### src/rtl/pong_game_ctrl_if.sv
// ============================================================================
//  Module   : pong_game_ctrl_if
//  Purpose  : Paddle/tick inputs and ball/score outputs of the Pong sequencer.
//  Revision : 1.0  initial release
// ============================================================================
`default_nettype none

interface pong_game_ctrl_if;
    logic       frame_tick;
    logic       btn_start;
    logic [9:0] left_bar_y;
    logic [9:0] right_bar_y;
    logic [9:0] ball_x;
    logic [9:0] ball_y;
    logic [3:0] score_left;
    logic [3:0] score_right;
    logic [2:0] game_state;
    logic       game_over;

    modport master (
        output frame_tick, btn_start, left_bar_y, right_bar_y,
        input  ball_x, ball_y, score_left, score_right, game_state, game_over
    );

    modport slave (
        input  frame_tick, btn_start, left_bar_y, right_bar_y,
        output ball_x, ball_y, score_left, score_right, game_state, game_over
    );
endinterface

`default_nettype wire

### src/rtl/pong_game_ctrl.sv
// ============================================================================
//  Module   : pong_game_ctrl
//  Purpose  : Pong game sequencer - ball motion, serve timing, scoring, win.
//  Revision : 1.0  initial release
// ============================================================================
`default_nettype none

module pong_game_ctrl #(
    parameter int HRES         = 640,
    parameter int VRES         = 480,
    parameter int BAR_WIDTH    = 15,
    parameter int BAR_HEIGHT   = 200,
    parameter int SQUARE_SIZE  = 16,
    parameter int BALL_SPEED   = 2,
    parameter int SERVE_FRAMES = 60,
    parameter int WIN_SCORE    = 7
) (
    input  logic            clk,
    input  logic            reset_n,
    pong_game_ctrl_if.slave game
);

    localparam int                 c_CNT_W      = (SERVE_FRAMES > 1) ? $clog2(SERVE_FRAMES) : 1;
    localparam logic [c_CNT_W-1:0] c_SERVE_LAST = c_CNT_W'(SERVE_FRAMES - 1);
    localparam logic [9:0]         c_CX         = 10'((HRES - SQUARE_SIZE) / 2);
    localparam logic [9:0]         c_CY         = 10'((VRES - SQUARE_SIZE) / 2);
    localparam logic [9:0]         c_STEP       = 10'(BALL_SPEED);
    localparam logic [9:0]         c_BAR_W10    = 10'(BAR_WIDTH);
    localparam logic [9:0]         c_YMAX10     = 10'(VRES - SQUARE_SIZE);
    localparam logic [9:0]         c_XLIM10     = 10'(HRES - BAR_WIDTH - SQUARE_SIZE);
    localparam logic [10:0]        c_SPEED11    = 11'(BALL_SPEED);
    localparam logic [10:0]        c_BAR_W11    = 11'(BAR_WIDTH);
    localparam logic [10:0]        c_BAR_H11    = 11'(BAR_HEIGHT);
    localparam logic [10:0]        c_SQ11       = 11'(SQUARE_SIZE);
    localparam logic [10:0]        c_YMAX11     = 11'(VRES - SQUARE_SIZE);
    localparam logic [10:0]        c_XLIM11     = 11'(HRES - BAR_WIDTH - SQUARE_SIZE);
    localparam logic [3:0]         c_WIN        = 4'(WIN_SCORE);

    typedef enum logic [2:0] {
        ST_IDLE  = 3'd0,
        ST_SERVE = 3'd1,
        ST_PLAY  = 3'd2,
        ST_POINT = 3'd3,
        ST_OVER  = 3'd4
    } state_t;

    state_t             r_state, w_state_nxt;
    logic [9:0]         r_ball_x, w_ball_x_nxt;
    logic [9:0]         r_ball_y, w_ball_y_nxt;
    logic               r_dx_right, w_dx_right_nxt;
    logic               r_dy_down, w_dy_down_nxt;
    logic [3:0]         r_score_l, w_score_l_nxt;
    logic [3:0]         r_score_r, w_score_r_nxt;
    logic [c_CNT_W-1:0] r_cnt, w_cnt_nxt;
    logic               r_scorer_right, w_scorer_right_nxt;
    logic               r_btn_q;
    logic               r_game_over;

    logic               w_start_edge;
    logic [10:0]        w_bx, w_by, w_ly, w_ry;
    logic               w_left_ovl, w_right_ovl;
    logic [9:0]         w_py_nxt;
    logic               w_pdy_nxt;
    logic [3:0]         w_pt_base, w_pt_score;

    assign w_start_edge = game.btn_start & ~r_btn_q;
    assign w_bx         = {1'b0, r_ball_x};
    assign w_by         = {1'b0, r_ball_y};
    assign w_ly         = {1'b0, game.left_bar_y};
    assign w_ry         = {1'b0, game.right_bar_y};
    assign w_left_ovl   = (w_by + c_SQ11 > w_ly) && (w_by < w_ly + c_BAR_H11);
    assign w_right_ovl  = (w_by + c_SQ11 > w_ry) && (w_by < w_ry + c_BAR_H11);
    assign w_pt_base    = r_scorer_right ? r_score_r : r_score_l;
    assign w_pt_score   = (w_pt_base >= c_WIN) ? c_WIN : w_pt_base + 4'd1;

    // Vertical step with top/bottom wall reflection.
    always_comb begin
        w_py_nxt  = r_ball_y;
        w_pdy_nxt = r_dy_down;
        if (r_dy_down) begin
            if (w_by + c_SPEED11 >= c_YMAX11) begin
                w_py_nxt  = c_YMAX10;
                w_pdy_nxt = 1'b0;
            end else begin
                w_py_nxt  = r_ball_y + c_STEP;
            end
        end else begin
            if (w_by <= c_SPEED11) begin
                w_py_nxt  = '0;
                w_pdy_nxt = 1'b1;
            end else begin
                w_py_nxt  = r_ball_y - c_STEP;
            end
        end
    end

    always_comb begin
        w_state_nxt        = r_state;
        w_ball_x_nxt       = r_ball_x;
        w_ball_y_nxt       = r_ball_y;
        w_dx_right_nxt     = r_dx_right;
        w_dy_down_nxt      = r_dy_down;
        w_score_l_nxt      = r_score_l;
        w_score_r_nxt      = r_score_r;
        w_cnt_nxt          = r_cnt;
        w_scorer_right_nxt = r_scorer_right;
        case (r_state)
            ST_IDLE: begin
                w_ball_x_nxt = c_CX;
                w_ball_y_nxt = c_CY;
                if (w_start_edge) begin
                    w_state_nxt    = ST_SERVE;
                    w_score_l_nxt  = '0;
                    w_score_r_nxt  = '0;
                    w_dx_right_nxt = 1'b1;
                end
            end
            ST_SERVE: begin
                w_ball_x_nxt = c_CX;
                w_ball_y_nxt = c_CY;
                if (game.frame_tick) begin
                    if (r_cnt == c_SERVE_LAST) begin
                        w_state_nxt   = ST_PLAY;
                        w_cnt_nxt     = '0;
                        w_dy_down_nxt = 1'b1;
                    end else begin
                        w_cnt_nxt = r_cnt + 1'b1;
                    end
                end
            end
            ST_PLAY: begin
                if (game.frame_tick) begin
                    w_ball_y_nxt  = w_py_nxt;
                    w_dy_down_nxt = w_pdy_nxt;
                    // Paddle zone is tested before stepping so x never wraps below zero.
                    if (!r_dx_right) begin
                        if (w_bx <= c_BAR_W11 + c_SPEED11) begin
                            if (w_left_ovl) begin
                                w_ball_x_nxt   = c_BAR_W10;
                                w_dx_right_nxt = 1'b1;
                            end else begin
                                w_state_nxt        = ST_POINT;
                                w_scorer_right_nxt = 1'b1;
                                w_ball_y_nxt       = r_ball_y;
                                w_dy_down_nxt      = r_dy_down;
                            end
                        end else begin
                            w_ball_x_nxt = r_ball_x - c_STEP;
                        end
                    end else begin
                        if (w_bx + c_SPEED11 >= c_XLIM11) begin
                            if (w_right_ovl) begin
                                w_ball_x_nxt   = c_XLIM10;
                                w_dx_right_nxt = 1'b0;
                            end else begin
                                w_state_nxt        = ST_POINT;
                                w_scorer_right_nxt = 1'b0;
                                w_ball_y_nxt       = r_ball_y;
                                w_dy_down_nxt      = r_dy_down;
                            end
                        end else begin
                            w_ball_x_nxt = r_ball_x + c_STEP;
                        end
                    end
                end
            end
            ST_POINT: begin
                if (r_scorer_right) w_score_r_nxt = w_pt_score;
                else                w_score_l_nxt = w_pt_score;
                if (w_pt_score == c_WIN) begin
                    w_state_nxt = ST_OVER;
                end else begin
                    w_state_nxt    = ST_SERVE;
                    w_ball_x_nxt   = c_CX;
                    w_ball_y_nxt   = c_CY;
                    w_dx_right_nxt = ~r_scorer_right;
                    w_cnt_nxt      = '0;
                end
            end
            ST_OVER: begin
                if (w_start_edge) begin
                    w_state_nxt   = ST_IDLE;
                    w_ball_x_nxt  = c_CX;
                    w_ball_y_nxt  = c_CY;
                    w_score_l_nxt = '0;
                    w_score_r_nxt = '0;
                end
            end
            default: w_state_nxt = ST_IDLE;
        endcase
    end

    always_ff @(posedge clk or negedge reset_n) begin
        if (!reset_n) begin
            r_state        <= ST_IDLE;
            r_ball_x       <= c_CX;
            r_ball_y       <= c_CY;
            r_dx_right     <= 1'b1;
            r_dy_down      <= 1'b1;
            r_score_l      <= '0;
            r_score_r      <= '0;
            r_cnt          <= '0;
            r_scorer_right <= 1'b0;
            r_btn_q        <= 1'b0;
            r_game_over    <= 1'b0;
        end else begin
            r_state        <= w_state_nxt;
            r_ball_x       <= w_ball_x_nxt;
            r_ball_y       <= w_ball_y_nxt;
            r_dx_right     <= w_dx_right_nxt;
            r_dy_down      <= w_dy_down_nxt;
            r_score_l      <= w_score_l_nxt;
            r_score_r      <= w_score_r_nxt;
            r_cnt          <= w_cnt_nxt;
            r_scorer_right <= w_scorer_right_nxt;
            r_btn_q        <= game.btn_start;
            r_game_over    <= (w_state_nxt == ST_OVER);
        end
    end

    assign game.ball_x      = r_ball_x;
    assign game.ball_y      = r_ball_y;
    assign game.score_left  = r_score_l;
    assign game.score_right = r_score_r;
    assign game.game_state  = r_state;
    assign game.game_over   = r_game_over;

endmodule

`default_nettype wire

### src/flat_wrapper.sv
// flat-port wrapper written by rule: the top's interface ports become plain ports
module pong_game_ctrl_flat 
#(
    parameter int HRES         = 640,
    parameter int VRES         = 480,
    parameter int BAR_WIDTH    = 15,
    parameter int BAR_HEIGHT   = 200,
    parameter int SQUARE_SIZE  = 16,
    parameter int BALL_SPEED   = 2,
    parameter int SERVE_FRAMES = 60,
    parameter int WIN_SCORE    = 7
)
  (clk, reset_n, game_frame_tick, game_btn_start, game_left_bar_y, game_right_bar_y, game_ball_x, game_ball_y, game_score_left, game_score_right, game_game_state, game_game_over);
  pong_game_ctrl_if game_i ();
  input  logic clk;
  input  logic reset_n;
  input wire logic [$bits(game_i.frame_tick)-1:0] game_frame_tick;
  input wire logic [$bits(game_i.btn_start)-1:0] game_btn_start;
  input wire logic [$bits(game_i.left_bar_y)-1:0] game_left_bar_y;
  input wire logic [$bits(game_i.right_bar_y)-1:0] game_right_bar_y;
  output wire logic [$bits(game_i.ball_x)-1:0] game_ball_x;
  output wire logic [$bits(game_i.ball_y)-1:0] game_ball_y;
  output wire logic [$bits(game_i.score_left)-1:0] game_score_left;
  output wire logic [$bits(game_i.score_right)-1:0] game_score_right;
  output wire logic [$bits(game_i.game_state)-1:0] game_game_state;
  output wire logic [$bits(game_i.game_over)-1:0] game_game_over;
  assign game_i.frame_tick = game_frame_tick;
  assign game_i.btn_start = game_btn_start;
  assign game_i.left_bar_y = game_left_bar_y;
  assign game_i.right_bar_y = game_right_bar_y;
  assign game_ball_x = game_i.ball_x;
  assign game_ball_y = game_i.ball_y;
  assign game_score_left = game_i.score_left;
  assign game_score_right = game_i.score_right;
  assign game_game_state = game_i.game_state;
  assign game_game_over = game_i.game_over;
  pong_game_ctrl #(.HRES(HRES), .VRES(VRES), .BAR_WIDTH(BAR_WIDTH), .BAR_HEIGHT(BAR_HEIGHT), .SQUARE_SIZE(SQUARE_SIZE), .BALL_SPEED(BALL_SPEED), .SERVE_FRAMES(SERVE_FRAMES), .WIN_SCORE(WIN_SCORE)) u_core (.clk(clk), .reset_n(reset_n), .game(game_i));
endmodule
### config.mk
export PLATFORM = sky130hd
export DESIGN_NAME = pong_game_ctrl_flat
export DESIGN_NICKNAME = d
export VERILOG_FILES = /design/src/rtl/pong_game_ctrl_if.sv /design/src/rtl/pong_game_ctrl.sv /design/src/flat_wrapper.sv
export SDC_FILE = /design/constraint.sdc
export NUM_CORES = 1
export LEC_CHECK = 0
export BUFFER_PORTS_ARGS = -buffer_cell sky130_fd_sc_hd__buf_2
export CAP_MARGIN = 20
export CORE_AREA = 2 2 91 128
export DETAILED_ROUTE_END_ITERATION = 7
export DIE_AREA = 0 0 93 130
export GPL_TIMING_DRIVEN = 0
export HOLD_SLACK_MARGIN = 0.12
export SLEW_MARGIN = 20
export SYNTH_ARGS = -nofsm -noshare
export SYNTH_HDL_FRONTEND = slang
export SYNTH_SLANG_ARGS = --single-unit
### constraint.sdc
create_clock -name clk -period 8.7 [get_ports clk]
set_clock_uncertainty 0.1 [all_clocks]
set_input_delay 1.74 -clock clk [delete_from_list [all_inputs] [get_ports clk]]
set_output_delay 1.74 -clock clk [all_outputs]
set_load 0.05 [all_outputs]
-- Word level (Yosys, flattened, before mapping)
Cells that the tools add are included.
- output and inout bits: 32
- bits in registers: 42
- logic and storage cells: 143
- input bits: 24
- add/sub/neg operators: 11
- equality and inequality tests: 21
- reductions and logical operators: 18
- muxes and demuxes: 70
- bitwise operators: 3
- $lt $le $gt $ge: 9
- operators with widths (cell ; number):
    10-bit two-way mux ; 19
    10-bit one-hot mux with 4 select lines ; 2
    3-bit two-way mux ; 11
    1-bit two-way mux ; 24
    10-bit by 2-bit adder with 11-bit output, second input constant ; 2
    10-bit by 8-bit adder with 11-bit output, second input constant ; 2
    11-bit by 10-bit > comparator with 1-bit output ; 2
    10-bit by 11-bit less-than comparator with 1-bit output ; 2
    10-bit by 2-bit adder with 10-bit output, second input constant ; 2
    4-bit two-way mux ; 5
    10-bit by 2-bit subtractor with 10-bit output, second input constant ; 2
    6-bit two-way mux ; 3
    6-bit AND reduction ; 3
    4-bit one-hot mux with 2 select lines ; 2
    3-bit one-hot mux with 5 select lines ; 1
    2-bit by 1-bit inequality test with 1-bit output, second input constant ; 6
    2-bit inequality test, second input constant ; 6
    6-bit one-hot mux with 2 select lines ; 1
    10-bit by 5-bit adder with 11-bit output, second input constant ; 1
    11-bit by 10-bit greater-or-equal comparator with 1-bit output, second input constant ; 1
    11-bit by 9-bit greater-or-equal comparator with 1-bit output, second input constant ; 1
    10-bit by 2-bit <= comparator with 1-bit output, second input constant ; 1
    10-bit by 5-bit <= comparator with 1-bit output, second input constant ; 1
    3-bit AND reduction ; 3
    21 further kinds ; 29

-- Longest topological paths before layout
- depth in word-level cells: 9
- gate-level depth with buffers: 15
- depth with buffers taken out: 13

-- Worst setup path after synthesis
No wires, ideal clock.
- kind: input to register
- start: in game_left_bar_y[3]
- end: reg u_core.r_ball_y[9], in the netlist u_core.game.ball_y[9]
- buffers on the path: 0
- stages: 12
- library setup time: 70 ps
- setup slack: 4579 ps
- arrival time: 3951 ps
- data required time: 8530 ps
- cell sequence: ha_1 a21oi_1 a21oi_1 xnor2_1 ha_1 a21oi_1 nor3_1 a21o_1 nor2_1 o22ai_4 or4_1 nand3_1
- longest elaborated chain between the ends: 5
- elaborated cells between the ends (all ways): 6
- those cells by class: add/sub: 1; order compare: 2; eq/ne: 1; reduce/logical: 2
- RTL lines (item ; line ; source):
    start: declaration ; flat_wrapper.sv:19 ; input wire logic [$bits(game_i.left_bar_y)-1:0] game_left_bar_y;
    10-bit by 8-bit adder with 11-bit output ; pong_game_ctrl.sv:71 ; assign w_left_ovl = (w_by + c_SQ11 > w_ly) && (w_by < w_ly + c_BAR_H11);
    10-bit by 11-bit less-than comparator with 1-bit output ; pong_game_ctrl.sv:71 ;
    1-bit logical AND * ; pong_game_ctrl.sv:71 ;
    4-bit by 2-bit inequality test with 1-bit output (no line) * ; -- ;
    6-bit AND reduction (no line) * ; -- ;
    end signal: assignment ; pong_game_ctrl.sv:197 ; r_ball_y <= c_CY;
    end signal: assignment ; pong_game_ctrl.sv:209 ; r_ball_y <= w_ball_y_nxt;
    end: declaration ; pong_game_ctrl.sv:49 ; logic [9:0] r_ball_y, w_ball_y_nxt;
Every way passes the cells marked *; elsewhere a longest branch is shown, timed or not.
A chain may end at the register's enable or synchronous reset.

-- Final worst setup path
- start: in game_left_bar_y[3]
- end: reg u_core.r_ball_y[8], in the netlist u_core.game.ball_y[8]
The elaborated chain is that of the path after synthesis.

==> results by stage <==
Floorplanning:
- The region available for standard cell placement spans ~0.011 mm².
- The number of primary I/O pins is 56.
- The die area is around 0.012 mm².
- The die extent in y is roughly 130 µm.
- For this configuration, the core starts out at a cell density of about two fifths.
- The count of standard-cell rows is 46.
- Measured along the x axis, the die boundary spans ~93 µm.

Timing:
- The total negative slack for setup checks is 0 ns.
- Setup repair after global routing left no endpoint under its margin.
- The worst pin sits at a relative slew slack of approximately 36%.
- The slew at the pin closest to its max-slew limit is 0.9631 ns.
- Setup violations remaining at the end of the flow were counted as 0.
- Derived from the worst setup path, the maximum achievable clock frequency is about 230 MHz.
- The number of max-slew violations in the final report was 0.
- The worst-case hold slack is 0.3924 ns.
- The count of endpoints failing hold in the final timing report is 0.
- The worst path in the final design needs a cycle of ~4.3 ns, including I/O delays and setup.
- After layout, the worst path uses between 40% and 50% of the clock period.

Drt:
- The count of nets left with antenna violations once routing finished came out at 0.
- The via count is approximately 4,200.
- The via density per instance is roughly 5.8.
- The routed wire length per instance is around 17 µm.
- The routed design has about 12 mm of wire.
- The pre-antenna-repair detailed-routing pass consisted of 4 iterations.
- The DRC violation count after routing is 0.
- In this run, the number of DRC markers left after iteration 0 of detailed routing was around 160.

Power and ir drop:
- Internal power comes to a little under 0.5 mW.
- In this run, the combinational gates consume 36.2% of the power.
- The standby leakage power is ~2.2 nW.
- The portion of total power attributed to sequential cells is around a third.
- Power spread over the standard cell area amounts to 159.8 mW/mm².
- For this design the total switching power over the nets is 0.2958 mW.
- Of the total power, the share spent switching nets is around 38%.
- Across the VDD grid, the largest voltage drop is 0.09285 mV.
- The clock network is responsible for between 30% and 40% of the overall power.

Setup path:
- The element type at the critical path start is an input port.
- Walking the worst path, the cells encountered are buf_2 > ha_1 > a21oi_1 > a21oi_1 > xnor2_1 > ha_1 > o211ai_1 > or3_1 > o22ai_1 > o211ai_1 > o211ai_2 > buf_4 > nor2_1 > o22a_1.
- The classification of the worst setup path is input port to register.
- For the worst setup path, the data required time is slightly below 9 ns.
- The category of the worst setup path capture point is a register.
- In this run the worst path has a maximum fanout of 10.
- At the worst endpoint, the arrival time is about 4.4 ns.
- The largest stage delay on the critical path is 0.32 ns.
- The buffers plus inverters on the worst setup path is 2.
- The slowest cell on the critical path is sky130_fd_sc_hd__or3_1.
- The kind of cell with the highest combined delay on the critical path is compound AO/OA/AOI/OAI gates.

Run status:
- The flow ran to the end, and the final reports show no timing, DRC or antenna violations.

Logic synthesis:
- The register bit total from synthesis is 41.
- The number of warnings printed during yosys synthesis is 0.
- The area of the mapped netlist is between 0.004 and 0.005 mm².
- The post-synthesis area per instance is between 8 and 9 µm².
- The biggest area contributor in the post-synthesis netlist is sky130_fd_sc_hd__dfrtp_1.
- The number of flops mapped to enable cells by yosys is 0.
- Synthesis handed over a netlist of between 500 and 600 instances.
- The most instantiated library cell after synthesis is sky130_fd_sc_hd__ha_1.
- The dominant register cell in the synthesized netlist is sky130_fd_sc_hd__dfrtp_1.
- The number of nets handed over by synthesis was slightly below 600.
- The share of the synthesized area in the top cell type is a little under a fifth.
- Of all flip-flops after synthesis, the portion carrying an async set or reset was 100.0%.
- The synthesized netlist contains 73 unique library cells.
- Counting instances in the post-synthesis netlist gives the leading cell types as 44 x sky130_fd_sc_hd__ha_1, 39 x sky130_fd_sc_hd__inv_1, 37 x sky130_fd_sc_hd__a21oi_1, 37 x sky130_fd_sc_hd__nand2_1, 33 x sky130_fd_sc_hd__nor2_1.
- After synthesis, flip-flops and latches occupy 24.38% of the total area.
- In the post-synthesis netlist, the biggest area contributors are sky130_fd_sc_hd__dfrtp_1 18%, sky130_fd_sc_hd__ha_1 13%, sky130_fd_sc_hd__dfstp_2 6.2%, sky130_fd_sc_hd__a21oi_1 4.3%, sky130_fd_sc_hd__xnor2_1 3.9%.

Final layout:
- Fill cells in the final layout number around 1,200.
- Cells fill 44.38% of the core in the end.
- The number of antenna diodes in the final layout is 0.
- After the last flow step, the layout net total stands at 651.
- From synthesis to final layout, the design area changed by 15.12%.
- Registers take approximately 0.0010 mm².
- The multi-input combinational cell area is 0.002933 mm².
- Cells with a size suffix above 1 make up 19.86% of the layout.

Global route:
- In the global route stage, met3 resource usage came out at under 10%.
- For met1 alone, demand over resource in global routing was between 20% and 30%.
- The number of global-route vias before repair is between 4,000 and 5,000.
- Global routing used 37.85% of the available met2 tracks.
- Global routing used around 20% of the available tracks.
- The total global routing overflow is 0.
- The initial antenna violation count is 0.
- After global routing, the most crowded layer is met2.
- The first global-routing pass estimated approximately 19 mm of wire.
- Entering global routing, the biggest net connects 42 pins.

CTS:
- The sink count of the clock tree is slightly above 40.
- The post-cts sizing count is 0.
- The clock-pin slew reported for the worst setup and hold paths after clock tree synthesis is approximately 0.06 ns.
- The worst-case clock buffer depth is 2.
- TritonCTS built the clock tree.
- In this run the number of H-tree levels came out at 2.
- The number of buffers created by CTS is 5.
- The buffer count from post-CTS setup fixing is 0.
- The worst-skew pair later-pin latency is approximately 0.29 ns.
- The buffer type at the clock tree root is sky130_fd_sc_hd__clkbuf_16.
- In this run, post-CTS hold repair placed 0 buffers.

Placement:
- The number of buffer cells added on primary ports is 54.
- The detailed placer's ending HPWL is 9.225 mm.
- The placer's final routability congestion estimate is roughly 0.92.

Worst hold path:
- The path class of the tightest hold or removal check is register to register.

Job:
- The max-capacitance violation count is 0.
-- power groups by stage --
| stage | sequential, mW | combinational (mW) | clock, mW |
|---|---|---|---|
| 2_1_floorplan | 0.298 | 0.167 | 0 |
| 3_3_place_gp | 0.255 | 0.276 | 0 |
| 3_5_place_dp | 0.257 | 0.281 | 0 |
| 4_1_cts | 0.253 | 0.284 | 0.251 |
| 5_1_grt | 0.258 | 0.315 | 0.257 |
| 6_report | 0.254 | 0.284 | 0.247 |
-- metrics by stage --
stage | setup WS (ns) | power (mW) | instance area [µm²] | cells
5_1_grt | 4.171 | 0.8306 | 4905 | 728
6_report | 4.373 | 0.7837 | 4905 | 728
3_5_place_dp | 4.107 | 0.5379 | 4711 | 720
2_1_floorplan | 4.579 | 0.4646 | 4260 | 522
3_3_place_gp | 4.151 | 0.5309 | 4711 | 720
4_1_cts | 4.397 | 0.7881 | 4905 | 728
-- area by class of cell --
class	count	share of cell area (%)
clock inverter	3	1.403
timing repair buffer	54	5.510
clock buffer	5	2.551
sequential	41	21.17
buffer	26	2.755
multi-input combinational	414	59.80
tap	144	3.673
inverter	41	3.138
-- sequential cells by signal, indices dropped and copies added, names as in the netlist --
signal                   count
u_core.game.game_over        1
u_core.r_cnt                 6
u_core.r_scorer_right        1
u_core.game.score_left       4
u_core.r_dy_down             1
u_core.game.ball_x          10
u_core.game.ball_y           9
u_core.game.game_state       3
u_core.r_btn_q               1
u_core.game.score_right      4
u_core.r_dx_right            1
-- kinds of logic after synthesis --
logic type / after synthesis / synth area share [%]
and+or+nand+nor: 170 / 21.15
AOI/OAI and AO/OA: 158 / 25.35
buffers and inverters: 67 / 6.784
muxes: 17 / 4.405
DFF: 41 / 24.38
xor gates and xnor gates: 24 / 4.934
adders and majority gates: 44 / 12.92
other: 1 / 0.08802
-- per-layer routing --
metal | vias up | share of wire [%]
met3 | 24 | 4.5
li1 | 2046 | -
met5 | - | 0
met1 | 1991 | 40
met4 | 0 | 2.7
met2 | 130 | 53
-- final timing paths --
check,startpoint,endpoint,depth (start not counted),slack (ns)
max in group asynchronous,reset_n,u_core.game.ball_y[2],1,6.40
hold / removal,u_core.r_cnt[5],u_core.r_cnt[5],1,0.39
min in group asynchronous,reset_n,u_core.r_cnt[4],1,1.51
setup reg to reg,u_core.game.ball_y[6],u_core.game.ball_y[8],15,4.55
setup / recovery,game_left_bar_y[3],u_core.game.ball_y[8],14,4.37
hold reg to reg,u_core.r_cnt[5],u_core.r_cnt[5],1,0.39
-- worst reg2reg max path, stage by stage, from the launching register on --
cell and delay [ns]:
sky130_fd_sc_hd__dfstp_2 0.62, sky130_fd_sc_hd__buf_1 0.39, sky130_fd_sc_hd__and2_1 0.25, sky130_fd_sc_hd__nand2_1 0.10, sky130_fd_sc_hd__nor2_1 0.15, sky130_fd_sc_hd__xor2_1 0.26, sky130_fd_sc_hd__ha_1 0.29, sky130_fd_sc_hd__nand3_1 0.13
sky130_fd_sc_hd__nor2_1 0.07, sky130_fd_sc_hd__a2111o_1 0.40, sky130_fd_sc_hd__o211a_1 0.32, sky130_fd_sc_hd__nand2b_1 0.19, sky130_fd_sc_hd__o211ai_2 0.20, sky130_fd_sc_hd__buf_4 0.24, sky130_fd_sc_hd__nor2_1 0.07, sky130_fd_sc_hd__o22a_1 0.23
-- cells in the final DEF, fill, tap and decap left out, types with 9 or more instances in the layout --
cell                       Yosys  routed
sky130_fd_sc_hd__ha_1         44      44
sky130_fd_sc_hd__nand2b_1     10      10
sky130_fd_sc_hd__nand3b_1      9       9
sky130_fd_sc_hd__mux2_2       10      10
sky130_fd_sc_hd__nand3_1      23      23
sky130_fd_sc_hd__dfstp_2      10      10
sky130_fd_sc_hd__nor3_1       12      12
sky130_fd_sc_hd__o21ai_0      31      31
sky130_fd_sc_hd__xnor2_1      19      19
sky130_fd_sc_hd__dfrtp_1      31      31
sky130_fd_sc_hd__buf_2         8      62
sky130_fd_sc_hd__a21oi_1      37      37
sky130_fd_sc_hd__o211ai_1     10      10
sky130_fd_sc_hd__clkbuf_1      9       9
sky130_fd_sc_hd__inv_1        39      39
sky130_fd_sc_hd__a31oi_1      12      12
sky130_fd_sc_hd__nor2_1       33      33
sky130_fd_sc_hd__nand2_1      37      37
(Power assumes the default switching activity.)
